$ cat src/rtl/uart_pkg.sv
`default_nettype none
// ============================================================================
// Module   : uart_pkg
// Purpose  : Shared constants and FSM state types for the 8N1 UART link.
// Revision : 1.0 - initial release
// ============================================================================
package uart_pkg;

    localparam int   UART_DATA_BITS       = 8;
    localparam logic UART_IDLE            = 1'b1;
    localparam int   UART_DEFAULT_CLK_DIV = 434;   // 50 MHz / 115200 baud

    typedef enum logic [1:0] {
        TX_IDLE  = 2'd0,
        TX_START = 2'd1,
        TX_DATA  = 2'd2,
        TX_STOP  = 2'd3
    } tx_state_t;

    typedef enum logic [2:0] {
        RX_IDLE      = 3'd0,
        RX_START     = 3'd1,
        RX_DATA      = 3'd2,
        RX_STOP      = 3'd3,
        RX_WAIT_HIGH = 3'd4
    } rx_state_t;

    // One spare bit keeps CLK_DIV itself representable at the top of the range.
    function automatic int uart_timer_width(input int clk_div);
        return $clog2(clk_div) + 1;
    endfunction

endpackage
`default_nettype wire

$ cat src/rtl/uart_bit_timer.sv
`default_nettype none
// ============================================================================
// Module   : uart_bit_timer
// Purpose  : Loadable down-counter; done pulses once when the count expires.
// Revision : 1.0 - initial release
// ============================================================================
module uart_bit_timer #(
    parameter int WIDTH = 10
) (
    input  logic             clk,
    input  logic             rst,
    input  logic             load,
    input  logic [WIDTH-1:0] load_val,
    output logic             done
);

    localparam logic [WIDTH-1:0] c_one = WIDTH'(1);

    logic [WIDTH-1:0] r_count;
    logic             r_active;

    // Loading N makes done fire N+1 cycles later; a reload wins over expiry.
    always_ff @(posedge clk) begin
        if (rst) begin
            r_count  <= '0;
            r_active <= 1'b0;
        end else if (load) begin
            r_count  <= load_val;
            r_active <= 1'b1;
        end else if (r_active) begin
            if (r_count == '0) begin
                r_active <= 1'b0;
            end else begin
                r_count <= r_count - c_one;
            end
        end
    end

    assign done = r_active && (r_count == '0);

endmodule
`default_nettype wire

$ cat src/rtl/uart_link.sv
`default_nettype none
// ============================================================================
// Module   : uart_link
// Purpose  : Full-duplex 8N1 UART transceiver between the RN41 and wireless.
// Revision : 1.0 - initial release
// ============================================================================
module uart_link
    import uart_pkg::*;
#(
    parameter int CLK_DIV = UART_DEFAULT_CLK_DIV
) (
    input  logic                      clk,
    input  logic                      rst,
    input  logic                      rx,
    output logic                      tx,
    input  logic                      transmit,
    input  logic [UART_DATA_BITS-1:0] tx_byte,
    output logic                      received,
    output logic [UART_DATA_BITS-1:0] rx_byte,
    output logic                      is_receiving,
    output logic                      is_transmitting,
    output logic                      recv_error
);

    localparam int c_timer_w = uart_timer_width(CLK_DIV);
    localparam int c_idx_w   = $clog2(UART_DATA_BITS);

    localparam logic [c_timer_w-1:0] c_bit_load  = c_timer_w'(CLK_DIV - 1);
    localparam logic [c_timer_w-1:0] c_half_load = c_timer_w'(CLK_DIV / 2 - 1);
    localparam logic [c_idx_w-1:0]   c_last_bit  = c_idx_w'(UART_DATA_BITS - 1);
    localparam logic [c_idx_w-1:0]   c_idx_one   = c_idx_w'(1);

    // ------------------------------------------------------------------------
    // Transmitter
    // ------------------------------------------------------------------------
    tx_state_t                 r_tx_state, w_tx_state_nxt;
    logic [UART_DATA_BITS-1:0] r_tx_shift, w_tx_shift_nxt;
    logic [c_idx_w-1:0]        r_tx_idx,   w_tx_idx_nxt;
    logic                      r_tx,       w_tx_nxt;
    logic                      w_tx_load;
    logic                      w_tx_done;

    uart_bit_timer #(.WIDTH(c_timer_w)) u_tx_timer (
        .clk      (clk),
        .rst      (rst),
        .load     (w_tx_load),
        .load_val (c_bit_load),
        .done     (w_tx_done)
    );

    always_ff @(posedge clk) begin
        if (rst) begin
            r_tx_state <= TX_IDLE;
            r_tx_shift <= '0;
            r_tx_idx   <= '0;
            r_tx       <= UART_IDLE;
        end else begin
            r_tx_state <= w_tx_state_nxt;
            r_tx_shift <= w_tx_shift_nxt;
            r_tx_idx   <= w_tx_idx_nxt;
            r_tx       <= w_tx_nxt;
        end
    end

    always_comb begin
        w_tx_state_nxt = r_tx_state;
        w_tx_shift_nxt = r_tx_shift;
        w_tx_idx_nxt   = r_tx_idx;
        w_tx_nxt       = r_tx;
        w_tx_load      = 1'b0;
        unique case (r_tx_state)
            TX_IDLE: begin
                if (transmit) begin
                    w_tx_state_nxt = TX_START;
                    w_tx_shift_nxt = tx_byte;
                    w_tx_nxt       = ~UART_IDLE;
                    w_tx_load      = 1'b1;
                end
            end
            TX_START: begin
                if (w_tx_done) begin
                    w_tx_state_nxt = TX_DATA;
                    w_tx_nxt       = r_tx_shift[0];
                    w_tx_shift_nxt = {1'b0, r_tx_shift[UART_DATA_BITS-1:1]};
                    w_tx_idx_nxt   = '0;
                    w_tx_load      = 1'b1;
                end
            end
            TX_DATA: begin
                if (w_tx_done) begin
                    w_tx_load = 1'b1;
                    if (r_tx_idx == c_last_bit) begin
                        w_tx_state_nxt = TX_STOP;
                        w_tx_nxt       = UART_IDLE;
                    end else begin
                        w_tx_nxt       = r_tx_shift[0];
                        w_tx_shift_nxt = {1'b0, r_tx_shift[UART_DATA_BITS-1:1]};
                        w_tx_idx_nxt   = r_tx_idx + c_idx_one;
                    end
                end
            end
            TX_STOP: begin
                if (w_tx_done) begin
                    w_tx_state_nxt = TX_IDLE;
                end
            end
            default: w_tx_state_nxt = TX_IDLE;
        endcase
    end

    assign tx              = r_tx;
    assign is_transmitting = (r_tx_state != TX_IDLE);

    // ------------------------------------------------------------------------
    // Receiver
    // ------------------------------------------------------------------------
    logic r_rx_meta, r_rx_s;

    always_ff @(posedge clk) begin
        if (rst) begin
            r_rx_meta <= UART_IDLE;
            r_rx_s    <= UART_IDLE;
        end else begin
            r_rx_meta <= rx;
            r_rx_s    <= r_rx_meta;
        end
    end

    rx_state_t                 r_rx_state, w_rx_state_nxt;
    logic [UART_DATA_BITS-1:0] r_rx_shift, w_rx_shift_nxt;
    logic [UART_DATA_BITS-1:0] r_rx_byte,  w_rx_byte_nxt;
    logic [c_idx_w-1:0]        r_rx_idx,   w_rx_idx_nxt;
    logic                      r_received, w_received_nxt;
    logic                      r_recv_err, w_recv_err_nxt;
    logic                      w_rx_load;
    logic [c_timer_w-1:0]      w_rx_load_val;
    logic                      w_rx_done;

    uart_bit_timer #(.WIDTH(c_timer_w)) u_rx_timer (
        .clk      (clk),
        .rst      (rst),
        .load     (w_rx_load),
        .load_val (w_rx_load_val),
        .done     (w_rx_done)
    );

    always_ff @(posedge clk) begin
        if (rst) begin
            r_rx_state <= RX_IDLE;
            r_rx_shift <= '0;
            r_rx_byte  <= '0;
            r_rx_idx   <= '0;
            r_received <= 1'b0;
            r_recv_err <= 1'b0;
        end else begin
            r_rx_state <= w_rx_state_nxt;
            r_rx_shift <= w_rx_shift_nxt;
            r_rx_byte  <= w_rx_byte_nxt;
            r_rx_idx   <= w_rx_idx_nxt;
            r_received <= w_received_nxt;
            r_recv_err <= w_recv_err_nxt;
        end
    end

    // The half-bit start delay puts every later sample near mid-bit.
    always_comb begin
        w_rx_state_nxt = r_rx_state;
        w_rx_shift_nxt = r_rx_shift;
        w_rx_byte_nxt  = r_rx_byte;
        w_rx_idx_nxt   = r_rx_idx;
        w_received_nxt = 1'b0;
        w_recv_err_nxt = 1'b0;
        w_rx_load      = 1'b0;
        w_rx_load_val  = c_bit_load;
        unique case (r_rx_state)
            RX_IDLE: begin
                if (r_rx_s != UART_IDLE) begin
                    w_rx_state_nxt = RX_START;
                    w_rx_load      = 1'b1;
                    w_rx_load_val  = c_half_load;
                end
            end
            RX_START: begin
                if (w_rx_done) begin
                    if (r_rx_s == UART_IDLE) begin
                        w_rx_state_nxt = RX_IDLE;
                    end else begin
                        w_rx_state_nxt = RX_DATA;
                        w_rx_idx_nxt   = '0;
                        w_rx_load      = 1'b1;
                    end
                end
            end
            RX_DATA: begin
                if (w_rx_done) begin
                    w_rx_shift_nxt = {r_rx_s, r_rx_shift[UART_DATA_BITS-1:1]};
                    w_rx_load      = 1'b1;
                    if (r_rx_idx == c_last_bit) begin
                        w_rx_state_nxt = RX_STOP;
                    end else begin
                        w_rx_idx_nxt = r_rx_idx + c_idx_one;
                    end
                end
            end
            RX_STOP: begin
                if (w_rx_done) begin
                    if (r_rx_s == UART_IDLE) begin
                        w_rx_byte_nxt  = r_rx_shift;
                        w_received_nxt = 1'b1;
                        w_rx_state_nxt = RX_IDLE;
                    end else begin
                        w_recv_err_nxt = 1'b1;
                        w_rx_state_nxt = RX_WAIT_HIGH;
                    end
                end
            end
            RX_WAIT_HIGH: begin
                if (r_rx_s == UART_IDLE) begin
                    w_rx_state_nxt = RX_IDLE;
                end
            end
            default: w_rx_state_nxt = RX_IDLE;
        endcase
    end

    assign received     = r_received;
    assign recv_error   = r_recv_err;
    assign rx_byte      = r_rx_byte;
    assign is_receiving = (r_rx_state != RX_IDLE);

endmodule
`default_nettype wire
$ cat config.mk
export PLATFORM = sky130hd
export DESIGN_NAME = uart_link
export DESIGN_NICKNAME = d
export VERILOG_FILES = /design/src/rtl/uart_pkg.sv /design/src/rtl/uart_bit_timer.sv /design/src/rtl/uart_link.sv
export SDC_FILE = /design/constraint.sdc
export NUM_CORES = 1
export LEC_CHECK = 0
export BUFFER_PORTS_ARGS = -buffer_cell sky130_fd_sc_hd__buf_2
export CELL_PAD_IN_SITES_DETAIL_PLACEMENT = 1
export CELL_PAD_IN_SITES_GLOBAL_PLACEMENT = 2
export CORE_MARGIN = 4
export CORE_UTILIZATION = 35
export CTS_BUF_LIST = sky130_fd_sc_hd__clkbuf_8
export DETAILED_ROUTE_END_ITERATION = 12
export PLACE_DENSITY = 0.8
export REMOVE_ABC_BUFFERS = 1
export SLEW_MARGIN = 5
export SYNTH_ARGS = -nofsm -noshare
export SYNTH_HDL_FRONTEND = slang
export SYNTH_SLANG_ARGS = --single-unit
export TNS_END_PERCENT = 10
$ cat constraint.sdc
create_clock -name clk -period 4 [get_ports clk]
set_input_delay 0.6 -clock clk [delete_from_list [all_inputs] [get_ports clk]]
set_output_delay 0.6 -clock clk [all_outputs]
set_load 0.01 [all_outputs]
# [Word-level counts from Yosys, hierarchy flattened]
# Cells that the tools add are included.
[totals] latchBits=0 mem_bits_rw=0 mem_bits_ro=0 input_bits=12 ff_bits=62 n_memories=0 output_inout_bits=13
[op_classes] order_cmp=0 n_div=0 addsub=4 n_reduce_logical=28 mul=0 mux=56 bitwise_logic=3 shifts=0 eq_ne=25
[ops] op="$mux 9" n=5
[ops] op="$mux 3" n=14
[ops] op="$mux 8" n=4
[ops] op="$mux 10" n=3
[ops] op="$pmux 8 s3" n=1
[ops] op="$logic_not 10->1" n=2
[ops] op="$sub 10x1->10 const B" n=2
[ops] op="$mux 1" n=16
[ops] op="$ne 2x1->1 const B" n=8
[ops] op="$ne 2x2->1 const B" n=8
[ops] op="$pmux 3 s5" n=1
[ops] op="$reduce_and 5->1" n=3
[ops] op="$mux 2" n=6
[ops] op="$pmux 3 s2" n=2
[ops] op="$reduce_bool 2->1" n=5
[ops] op="$eq 3x3->1 const B" n=3
[ops] op="$pmux 2 s4" n=1
[ops] op="$reduce_and 2->1" n=4
[ops] op="$reduce_and 4->1" n=2
[ops] op="$add 3x1->3 const B" n=2
[ops] op="$eq 3x2->1 const B" n=2
[ops] op="$pmux 1 s3" n=2
[ops] op="$reduce_and 6->1" n=1
[ops] op="$reduce_bool 3->1" n=2
[ops] op="other kinds (11)" n=17

# [Depth between registers and ports, before layout]
# Gate-level depths: netlist (run 1).
[depth] depth_word=6 depth_mapped=9 depth_no_buf=7

# [Cells and area by module]
# Synthesis (run 1) repeated with hierarchy kept, for this count alone.
[hier_totals] cells_unflattened=378 area_unflattened_um2=3246.9
[by_module_without_submodules] mod="uart_link" seq_area_each_um2=800.8 n_inst=1 area_per_inst_um2=1953.1 cells_per_inst=226
[by_module_without_submodules] mod="uart_bit_timer (u_tx_timer)" seq_area_each_um2=220.2 n_inst=1 area_per_inst_um2=653.1 cells_per_inst=75
[by_module_without_submodules] mod="uart_bit_timer (u_rx_timer)" seq_area_each_um2=220.2 n_inst=1 area_per_inst_um2=640.6 cells_per_inst=77

# [Worst setup path before layout (run 1)]
# Ideal clock, no wire load.
[synth_path] kind="flip-flop to flip-flop" from="reg u_tx_timer.r_count[0]" to="reg r_tx_shift[7]" arrival_time_ns=2.037 slack_ns=1.896 period_less_slack_ns=2.104 path_stages_with_launch=9 path_cell_list="dfxtp_1 inv_1 ha_1 nor4b_4 nand3_2 a221o_1 buf_6 or3b_1 a21oi_2"
[synth_between] elab_chain_len=4
[synth_rtl] item="start, declared" line="uart_bit_timer.sv:19" source="logic [WIDTH-1:0] r_count;"
[synth_rtl] item="start signal, assigned" line="uart_bit_timer.sv:28" source="r_count <= load_val;"
[synth_rtl] item="start signal, assigned" line="uart_bit_timer.sv:34" source="r_count <= r_count - c_one;"
[synth_rtl] item="$logic_not 10->1 (*)" line="uart_bit_timer.sv:39" source="assign done = r_active && (r_count == '0);"
[synth_rtl] item="$logic_and 1x1->1 (*)" line="uart_bit_timer.sv:39"
[synth_rtl] item="$ne 2x1->1 (no line)"
[synth_rtl] item="$reduce_and 5->1 (no line) (*)"
[synth_rtl] item="end signal, assigned" line="uart_link.sv:59" source="r_tx_shift <= w_tx_shift_nxt;"
[synth_rtl] item="end, declared" line="uart_link.sv:37" source="logic [UART_DATA_BITS-1:0] r_tx_shift, w_tx_shift_nxt;"
# Every way passes the cells marked *; elsewhere a longest branch is shown, timed or not.
# A chain may end at the register's enable or synchronous reset.

# [Worst setup path in the final report (run 1)]
[layout_path] from="reg u_rx_timer.r_count[0]" to="reg r_rx_byte[5], in the netlist rx_byte[5]"
[layout_between] elab_chain_len=3
[layout_rtl] item="start, declared" line="uart_bit_timer.sv:19"
[layout_rtl] item="start signal, assigned" line="uart_bit_timer.sv:28"
[layout_rtl] item="start signal, assigned" line="uart_bit_timer.sv:34"
[layout_rtl] item="$logic_not 10->1" line="uart_bit_timer.sv:39"
[layout_rtl] item="$logic_and 1x1->1" line="uart_bit_timer.sv:39"
[layout_rtl] item="$reduce_and 3->1 (no line)"
[layout_rtl] item="end signal, assigned" line="uart_link.sv:158" source="r_rx_byte <= w_rx_byte_nxt;"
[layout_rtl] item="end, declared" line="uart_link.sv:131" source="logic [UART_DATA_BITS-1:0] r_rx_byte, w_rx_byte_nxt;"
# No other way between the ends.

==> impl_results.md, run 1 <==
- Status: completed
- Syn avg cell area: between 9 and 10 sq um
- Startpoint Class: flop
- Post-CTS Resized: 0
- Synth async-reset ratio: 0%
- Final setup viols: 0
- DRC: 0
- Synth Area in Simple Gates: 22.53%
- Clk sinks: 62
- Unique masters post-synth: 52
- HP Class: flop to flop
- WP buf/inv: 1
- Core area: just over 8000 sq um
- Post-synthesis mux area share: approximately an eighth
- Post-synthesis compound-gate area fraction: 10.86%
- Wire per inst: 14.36 microns
- GRT Overall Usage: 13.91%
- Pwr dens: 635.9 nW/um^2
- Starting Density: 35.98%
- Final WL: 6447 microns
- Design Area, Final: between 3000 and 4000 sq um
- Yosys reg bits: 62
- Slew Viols, Final: 0
- Most common cell after layout, fill and taps aside: dfxtp_1
- Via count: 2370
- Register area: 1241 sq um
- DRT antenna net count: 0
- Hold-fix buffers at CTS: 0
- Critical path type: flop to flop
- DR iter-0 viols: 82
- Synth-to-layout area growth: 13.77%
- Arrival @ worst endpoint: 2.86 ns
- CTS tree: yes
- Antenna Cells: 0
- Final GP Congestion: a little under 0.8
- Fmax: 378.0 MHz
- Final Cycle Share: between 60% and 70%
- Fin. Hold Viols: 0
- CP delay by family, top: simple AND/OR/NAND/NOR gates
- EDFF count, synth: 0
- Clock transition at the registers of the reported paths: about 0.07 ns
- Critical path required time: 4.22 ns
- Clock root cell: clkbuf_8
- Max rail drop VDD: 0.2090 mV
- Die area: 10030 sq um
- Cells after Synth: 320
- Seq/Total Area, Yosys: 41.77%
- Initial antenna violation count: 0
- # port buffers: 24
- Filler cell count: between 900 and 1k
- Cells after DPL: between 400 and 500
- Non-Filler Instances: between 400 and 500
- Power, Total: 2.150 mW
- Synth Area in XOR/XNOR: ~2.7%
- CP peak stage delay: 0.59 ns
- First-pass iteration count of the detailed router: 4
- Max_cap viols: 0
- Final setup margin: 1.355 ns
- Static leakage: 1.487 nW
- Vias in the first global route: 2435
- Post-Route Skew: 0.006988 ns
- Commonest cells after routing, fill and taps aside: dfxtp_1, nor2_1, mux2i_1
- Io pins: 25
- Row count: 33
- Synth Flop Type: dfxtp_1
- Area taken by multi-input logic gates: 1610 sq um
- DP Worst Slack: 1.387 ns
- Nets@finish: 364
- Setup crit end kind: flop
- Largest net degree at the start of global routing: 37
- Setup_tns: 0 ns
- Die Y: 100.1 microns
- DR vias/cell: 5.278
- Rel. slew slack: 42.72%
- Total grt overflow: 0
- Final min period: between 2 and 3 ns
- CP Cell Sequence: inv_1 > ha_1 > nor4b_1 > nor4b_4 > nand4_1 > mux2i_1 > nor2_1
- H-tree depth: 3
- Post-Syn Area: 2972 sq um
- Hpwl dp: ~4400 microns
- Hold slack: 0.4120 ns
- YS warnings: 0
- Post-CTS Setup Bufs: 0
- Horiz. Die Dim: 100.1 microns
- Max FO, Critical Path: 9
- Clock buffer depth: 2
- Unrepaired setup endpoints after global routing: no
- Largest family of logic cells by synthesized area: simple AND/OR/NAND/NOR gates
- Layout cells sized above 1: between 10% and 20%
- First-pass GRT wire length: 11270 microns
- Synth Area in Adders: under 10%
- Inserted Clock Buffers: 9
- Placed Instance Area: 3159 sq um
- Slowest-stage cell, CP: nand4_1
- Final core occ: 40.94%
- Least-Margin Pin Slew: approximately 0.85 ns
- Worst-Skew Late Latency: roughly 0.33 ns
## synthesized netlist by cell type (2+ instances only)
library cell,count,area [sq um]
and2_1,3,18.77
nor3_1,11,55.05
nor3b_1,4,30.03
nor4b_4,2,47.55
o21ai_0,3,15.01
nor4b_1,2,17.52
xnor2_1,5,43.79
nor2_1,51,191.4
a21o_1,2,15.01
nand2_1,12,45.04
a2bb2oi_1,2,17.52
nor4_1,3,18.77
a31oi_1,2,12.51
nand4b_1,3,26.28
or3_1,3,18.77
clkbuf_1,12,45.04
mux2i_1,31,310.3
a211oi_1,2,15.01
nand4_1,4,25.02
xor2_1,4,35.03
dfxtp_1,62,1241
or3b_1,2,17.52
inv_1,13,48.80
or4_1,2,15.01
o21a_1,2,15.01
ha_1,12,150.1
a22oi_1,3,22.52
nand2b_1,4,25.02
or2_2,3,18.77
buf_2,3,15.01
nand3b_1,2,15.01
mux2_2,7,78.83
nand3_1,2,10.01
a21oi_1,23,115.1
and4b_1,2,20.02
## worst paths after layout
check / slack, ns / endpoint / cells after the start / from
hold / removal: 0.41 / r_rx_s$_SDFF_PP1_ / 1 / r_rx_meta$_SDFF_PP1_
hold reg to reg: 0.41 / r_rx_s$_SDFF_PP1_ / 1 / r_rx_meta$_SDFF_PP1_
setup / recovery: 1.35 / rx_byte[5]$_SDFFE_PP0P_ / 7 / u_rx_timer.r_count[0]$_SDFFE_PP0P_
setup reg to reg: 1.35 / rx_byte[5]$_SDFFE_PP0P_ / 7 / u_rx_timer.r_count[0]$_SDFFE_PP0P_
## worst register-to-register path: stages, from the launching register on
cell and delay, ns:
dfxtp_1 0.33, inv_1 0.13, ha_1 0.15, nor4b_1 0.47, nor4b_4 0.48, nand4_1 0.59, mux2i_1 0.33, nor2_1 0.06
## logic make-up (layout without fill, tap and decap cells)
group | count (synthesis) | count (layout)
adders and majority gates | 12 | 12
DFF | 62 | 62
buffers and inverters | 29 | 53
and+or+nand+nor | 120 | 120
muxes | 38 | 38
xor gates and xnor gates | 9 | 9
AOI/OAI and AO/OA | 50 | 50
## state kept, by name (all words and copies together), names as in the netlist
| signal | count |
|---|---|
| r_rx_idx | 3 |
| r_rx_s | 1 |
| u_tx_timer.r_active | 1 |
| rx_byte | 8 |
| r_tx_shift | 8 |
| r_rx_shift | 8 |
| u_rx_timer.r_count | 10 |
| r_tx_state | 2 |
| r_tx_idx | 3 |
| tx | 1 |
| r_rx_meta | 1 |
| received | 1 |
| recv_error | 1 |
| r_rx_state | 3 |
| u_rx_timer.r_active | 1 |
| u_tx_timer.r_count | 10 |
## routing by layer
| metal | wire length (microns) | global-route usage, % |
|---|---|---|
| met5 | 0 | 0 |
| met4 | 79 | 6.528 |
| met3 | 138 | 2.919 |
| met2 | 3048 | 22.02 |
| met1 | 3181 | 18.12 |
## area by class of cell
| type | instances | area share, % |
|---|---|---|
| clock buffer | 11 | 4.478 |
| clock inverter | 4 | 2.073 |
| inverter | 13 | 1.443 |
| multi-input combinational | 229 | 47.63 |
| sequential | 62 | 36.71 |
| tap | 105 | 3.886 |
| timing repair buffer | 25 | 3.775 |
## report_power, final
part           internal [mW]  switching, mW
logic                  0.329          0.397
registers              0.715         0.0904
clock network          0.379          0.239
total                   1.42          0.726
No activity file was read; power rests on OpenSTA's default activity.
==> inputs of run 2 (changes only) <==
- ABC_AREA: unset -> 1
- CORE_UTILIZATION: 35 -> 31
- PLACE_DENSITY: 0.8 -> 0.82
- clock period: 4 -> 2.36 ns (I/O delays scaled with it)
==> run 2 against run 1 <==
  * Via count up 21%
  * First-iteration DRC count rose by 7.3%
  * Global-route usage down 0.28 points
  * Total power rose by 74%
  * Clock power grew 50%
  * Worst setup slack worse by 0.85 ns
  * Synthesized area rose by 4.4%
  * Cell count rose by 36%
  * Sequential share of layout area shrank 1.6 points
  * Cell area up 4.7%
  * Wire length is 16% higher
  * Synthesized cell count increased by 40%
==> impl_results.md, run 2 <==
- Post-Route Skew: 0.01330 ns (was 0.006988 ns)
- DRC: 0 (unchanged)
- P_int: 2.238 mW (was 1.423 mW)
- Synth Flop Type: dfxtp_1 (unchanged)
- Final Cycle Share: 78.80% (was 66.13%)
- DRT antenna net count: 0 (unchanged)
- Clk sinks: 62 (unchanged)
- Hpwl dp: 5355 microns (was 4420 microns)
- Starting Density: 31.75% (was 35.98%)
- Static leakage: 1.608 nW (was 1.487 nW)
- DR vias/cell: 4.704 (was 5.278)
- Max FO, Critical Path: 16 (was 9)
- Post-Syn Area: 3103 sq um (was 2972 sq um)
- Final GP Congestion: 0.7997 (was 0.7724)
- Least-Margin Pin Slew: 0.4307 ns (was 0.8513 ns)
- Inserted Clock Buffers: 9 (unchanged)
- Hold Crit Depth: 2 (was 1)
- Max_cap viols: 0 (unchanged)
- EDFF count, synth: 0 (unchanged)
- Most common cell after layout, fill and taps aside: nand2_1 (was dfxtp_1)
- Syn avg cell area: 6.926 sq um (was 9.286 sq um)
- DP Worst Slack: 0.4760 ns (was 1.387 ns)
- Yosys reg bits: 62 (unchanged)
- Setup crit end kind: flop (unchanged)
- Worst-Skew Late Latency: 0.34 ns (was 0.33 ns)
- P_sw: 1.495 mW (was 726.3 uW)
- Fmax: 537.8 MHz (was 378.0 MHz)
- Clock transition at the registers of the reported paths: 0.07 ns (about the same)
- H-tree depth: 3 (unchanged)
- Final min period: 1.860 ns (was 2.645 ns)
- Share of the synthesized area in the top cell type: 40.00% (was 41.77%)
- Total grt overflow: 0 (unchanged)
- Pwr dens: 1055 nW/um^2 (was 635.9 nW/um^2)
- Via count: 2874 (was 2370)
- Cells after Synth: 448 (was 320)
- Core area: 9774 sq um (was 8258 sq um)
- Unrepaired setup endpoints after global routing: no (unchanged)
- Non-Filler Instances: 611 (was 449)
- HP Class: primary input to flop (was flop to flop)
- Nets@finish: 499 (was 364)
- Wire per inst: 12.20 microns (was 14.36 microns)
- Final setup margin: 0.5004 ns (was 1.355 ns)
- Clock buffer depth: 2 (unchanged)
- Top cells by count, synth: nand2_1, dfxtp_1, nor2_1, inv_1 (was dfxtp_1, nor2_1, mux2i_1, a21oi_1, inv_1)
- Largest net degree at the start of global routing: 37 (unchanged)
- Biggest regs: u_rx_timer.r_count x10, u_tx_timer.r_count x10 (unchanged)
- Critical path type: flop to flop (unchanged)
- Synth-to-layout area growth: 14.03% (was 13.77%)
- Cell with the most instances after synthesis: nand2_1 (was dfxtp_1)
- Synth top area cells: dfxtp_1, nand2_1, nor2_1 (was dfxtp_1, mux2i_1, nor2_1)
- Io pins: 25 (unchanged)
- Worst R2R Path Depth: 10 (was 7)
- Initial antenna violation count: 0 (unchanged)
- Die area: 11670 sq um (was 10030 sq um)
- Slew Viols, Final: 0 (unchanged)
- Critical path required time: 2.57 ns (was 4.22 ns)
- Design Area, Final: 3538 sq um (was 3381 sq um)
- Unique masters post-synth: 32 (was 52)
- Final WL: 7453 microns (was 6447 microns)
- Crit Reg-Reg Startpoint: r_tx_state[0]$_SDFFE_PP0P_ (was u_rx_timer.r_count[0]$_SDFFE_PP0P_)
- Clock root cell: clkbuf_8 (unchanged)
- Sequential power share: 36.1% (was 37.5%)
- Arrival @ worst endpoint: 2.07 ns (was 2.86 ns)
- Commonest cells after routing, fill and taps aside: nand2_1, dfxtp_1, nor2_1 (was dfxtp_1, nor2_1, mux2i_1)
- YS warnings: 0 (unchanged)
- Rel. slew slack: 70.98% (was 42.72%)
- Setup_tns: 0 ns (unchanged)
- Cells after DPL: 597 (was 434)
- GRT Overall Usage: 13.63% (was 13.91%)
- Placed Instance Area: 3349 sq um (was 3159 sq um)
- Post-CTS Setup Bufs: 0 (unchanged)
- Largest area contributor in the netlist: dfxtp_1 (unchanged)
- Antenna Cells: 0 (unchanged)
- First-pass iteration count of the detailed router: 6 (was 4)
- Die Y: 108.0 microns (was 100.1 microns)
- DR iter-0 viols: 88 (was 82)
- Synth async-reset ratio: 0% (unchanged)
- First-pass GRT wire length: 12830 microns (was 11270 microns)
- Vias in the first global route: 2850 (was 2435)
- R2r setup slk: 0.50 ns (was 1.35 ns)
- Final setup viols: 0 (unchanged)
- Row count: 36 (was 33)
- Fin. Hold Viols: 0 (unchanged)
- Max rail drop VDD: 0.4424 mV (was 0.2090 mV)
- Hold path start: rx (was r_rx_meta$_SDFF_PP1_)
- R2r endpoint: r_tx_shift[7]$_SDFFE_PP0P_ (was rx_byte[5]$_SDFFE_PP0P_)
- Seq/Total Area, Yosys: 40.00% (was 41.77%)
- Post-CTS Resized: 0 (unchanged)
- Hold-fix buffers at CTS: 0 (unchanged)
- # port buffers: 24 (unchanged)
- Horiz. Die Dim: 108.0 microns (was 100.1 microns)
- Logic pwr share: 39.2% (was 33.7%)
- Layout cells sized above 1: 11.72% (was 16.86%)
- Net Sw Frac: 40.05% (was 33.79%)
- CTS tree: yes (unchanged)
- Worst Hold Path EP: r_rx_meta$_SDFF_PP1_ (was r_rx_s$_SDFF_PP1_)
- Clk pwr share: 24.8% (was 28.8%)
- Startpoint Class: flop (unchanged)
- Status: completed (unchanged)
==> run 2: area by class of cell <==
type / instances / area [sq um]
clock buffer: 11 / 151.4
clock inverter: 3 / 37.54
fill: 1267 / 6236
inverter: 58 / 217.7
multi-input combinational: 317 / 1582
sequential: 62 / 1241
tap: 133 / 166.4
timing repair buffer: 27 / 142.6
==> run 2: logic make-up (layout without fill, tap and decap cells) <==
logic type,count (synthesis),after routing,share of synthesized area [%]
simple gates,227,227,31.90
xor+xnor,9,9,2.540
buf+inv,69,99,9.032
flops,62,62,40.00
compound gates,69,69,11.69
fa+ha+maj,12,12,4.839
==> run 2: how the worst max path moves through the flow <==
stage,startpoint,slack (ns),end
global route,r_tx_state[0]$_SDFFE_PP0P_,0.29,r_tx_shift[7]$_SDFFE_PP0P_
floorplan,u_rx_timer.r_count[0]$_SDFFE_PP0P_,0.76,u_rx_timer.r_count[2]$_SDFFE_PP0P_
global placement,r_tx_state[0]$_SDFFE_PP0P_,0.53,r_tx_shift[7]$_SDFFE_PP0P_
finish,r_tx_state[0]$_SDFFE_PP0P_,0.50,r_tx_shift[7]$_SDFFE_PP0P_
detailed placement,r_tx_state[0]$_SDFFE_PP0P_,0.48,r_tx_shift[7]$_SDFFE_PP0P_
CTS,r_tx_state[0]$_SDFFE_PP0P_,0.46,r_tx_shift[7]$_SDFFE_PP0P_
==> run 2: power groups by stage <==
stage	Combinational [mW]	Clock (mW)	Sequential (mW)
5_1_grt	1.72	1.00	1.37
3_3_place_gp	1.44	0	1.37
3_5_place_dp	1.48	0	1.37
6_report	1.46	0.925	1.35
4_1_cts	1.49	0.958	1.35
2_1_floorplan	1.15	0	1.34
==> run 2: routing by layer <==
layer / GRT usage [%] / vias up / share of wire (%)
met5: 0 / - / 0
met3: 3.164 / 10 / 4.4
met2: 21.98 / 52 / 45
met1: 17.44 / 1335 / 49
li1: - / 1477 / -
met4: 5.861 / 0 / 1.7
==> run 2: per-stage QoR <==
step / total power, mW / hold WS [ns] / util [%]
2_1_floorplan: 2.491 / 0.3895 / -
3_3_place_gp: 2.808 / 0.4007 / 34.27
3_5_place_dp: 2.852 / 0.4238 / 34.27
4_1_cts: 3.802 / 0.1916 / 36.20
5_1_grt: 4.098 / 0.1979 / 36.20
6_report: 3.734 / 0.2068 / 36.20
==> run 2: worst max-delay path, stage by stage (launching register included) <==
cell and delay (ns):
dfxtp_1 0.38, inv_1 0.10, ha_1 0.30, nor2_1 0.21, inv_2 0.08, nor2_1 0.17, a21oi_1 0.09, nand3_4 0.20
nand2_1 0.06, o21ai_0 0.07, nor2_1 0.05
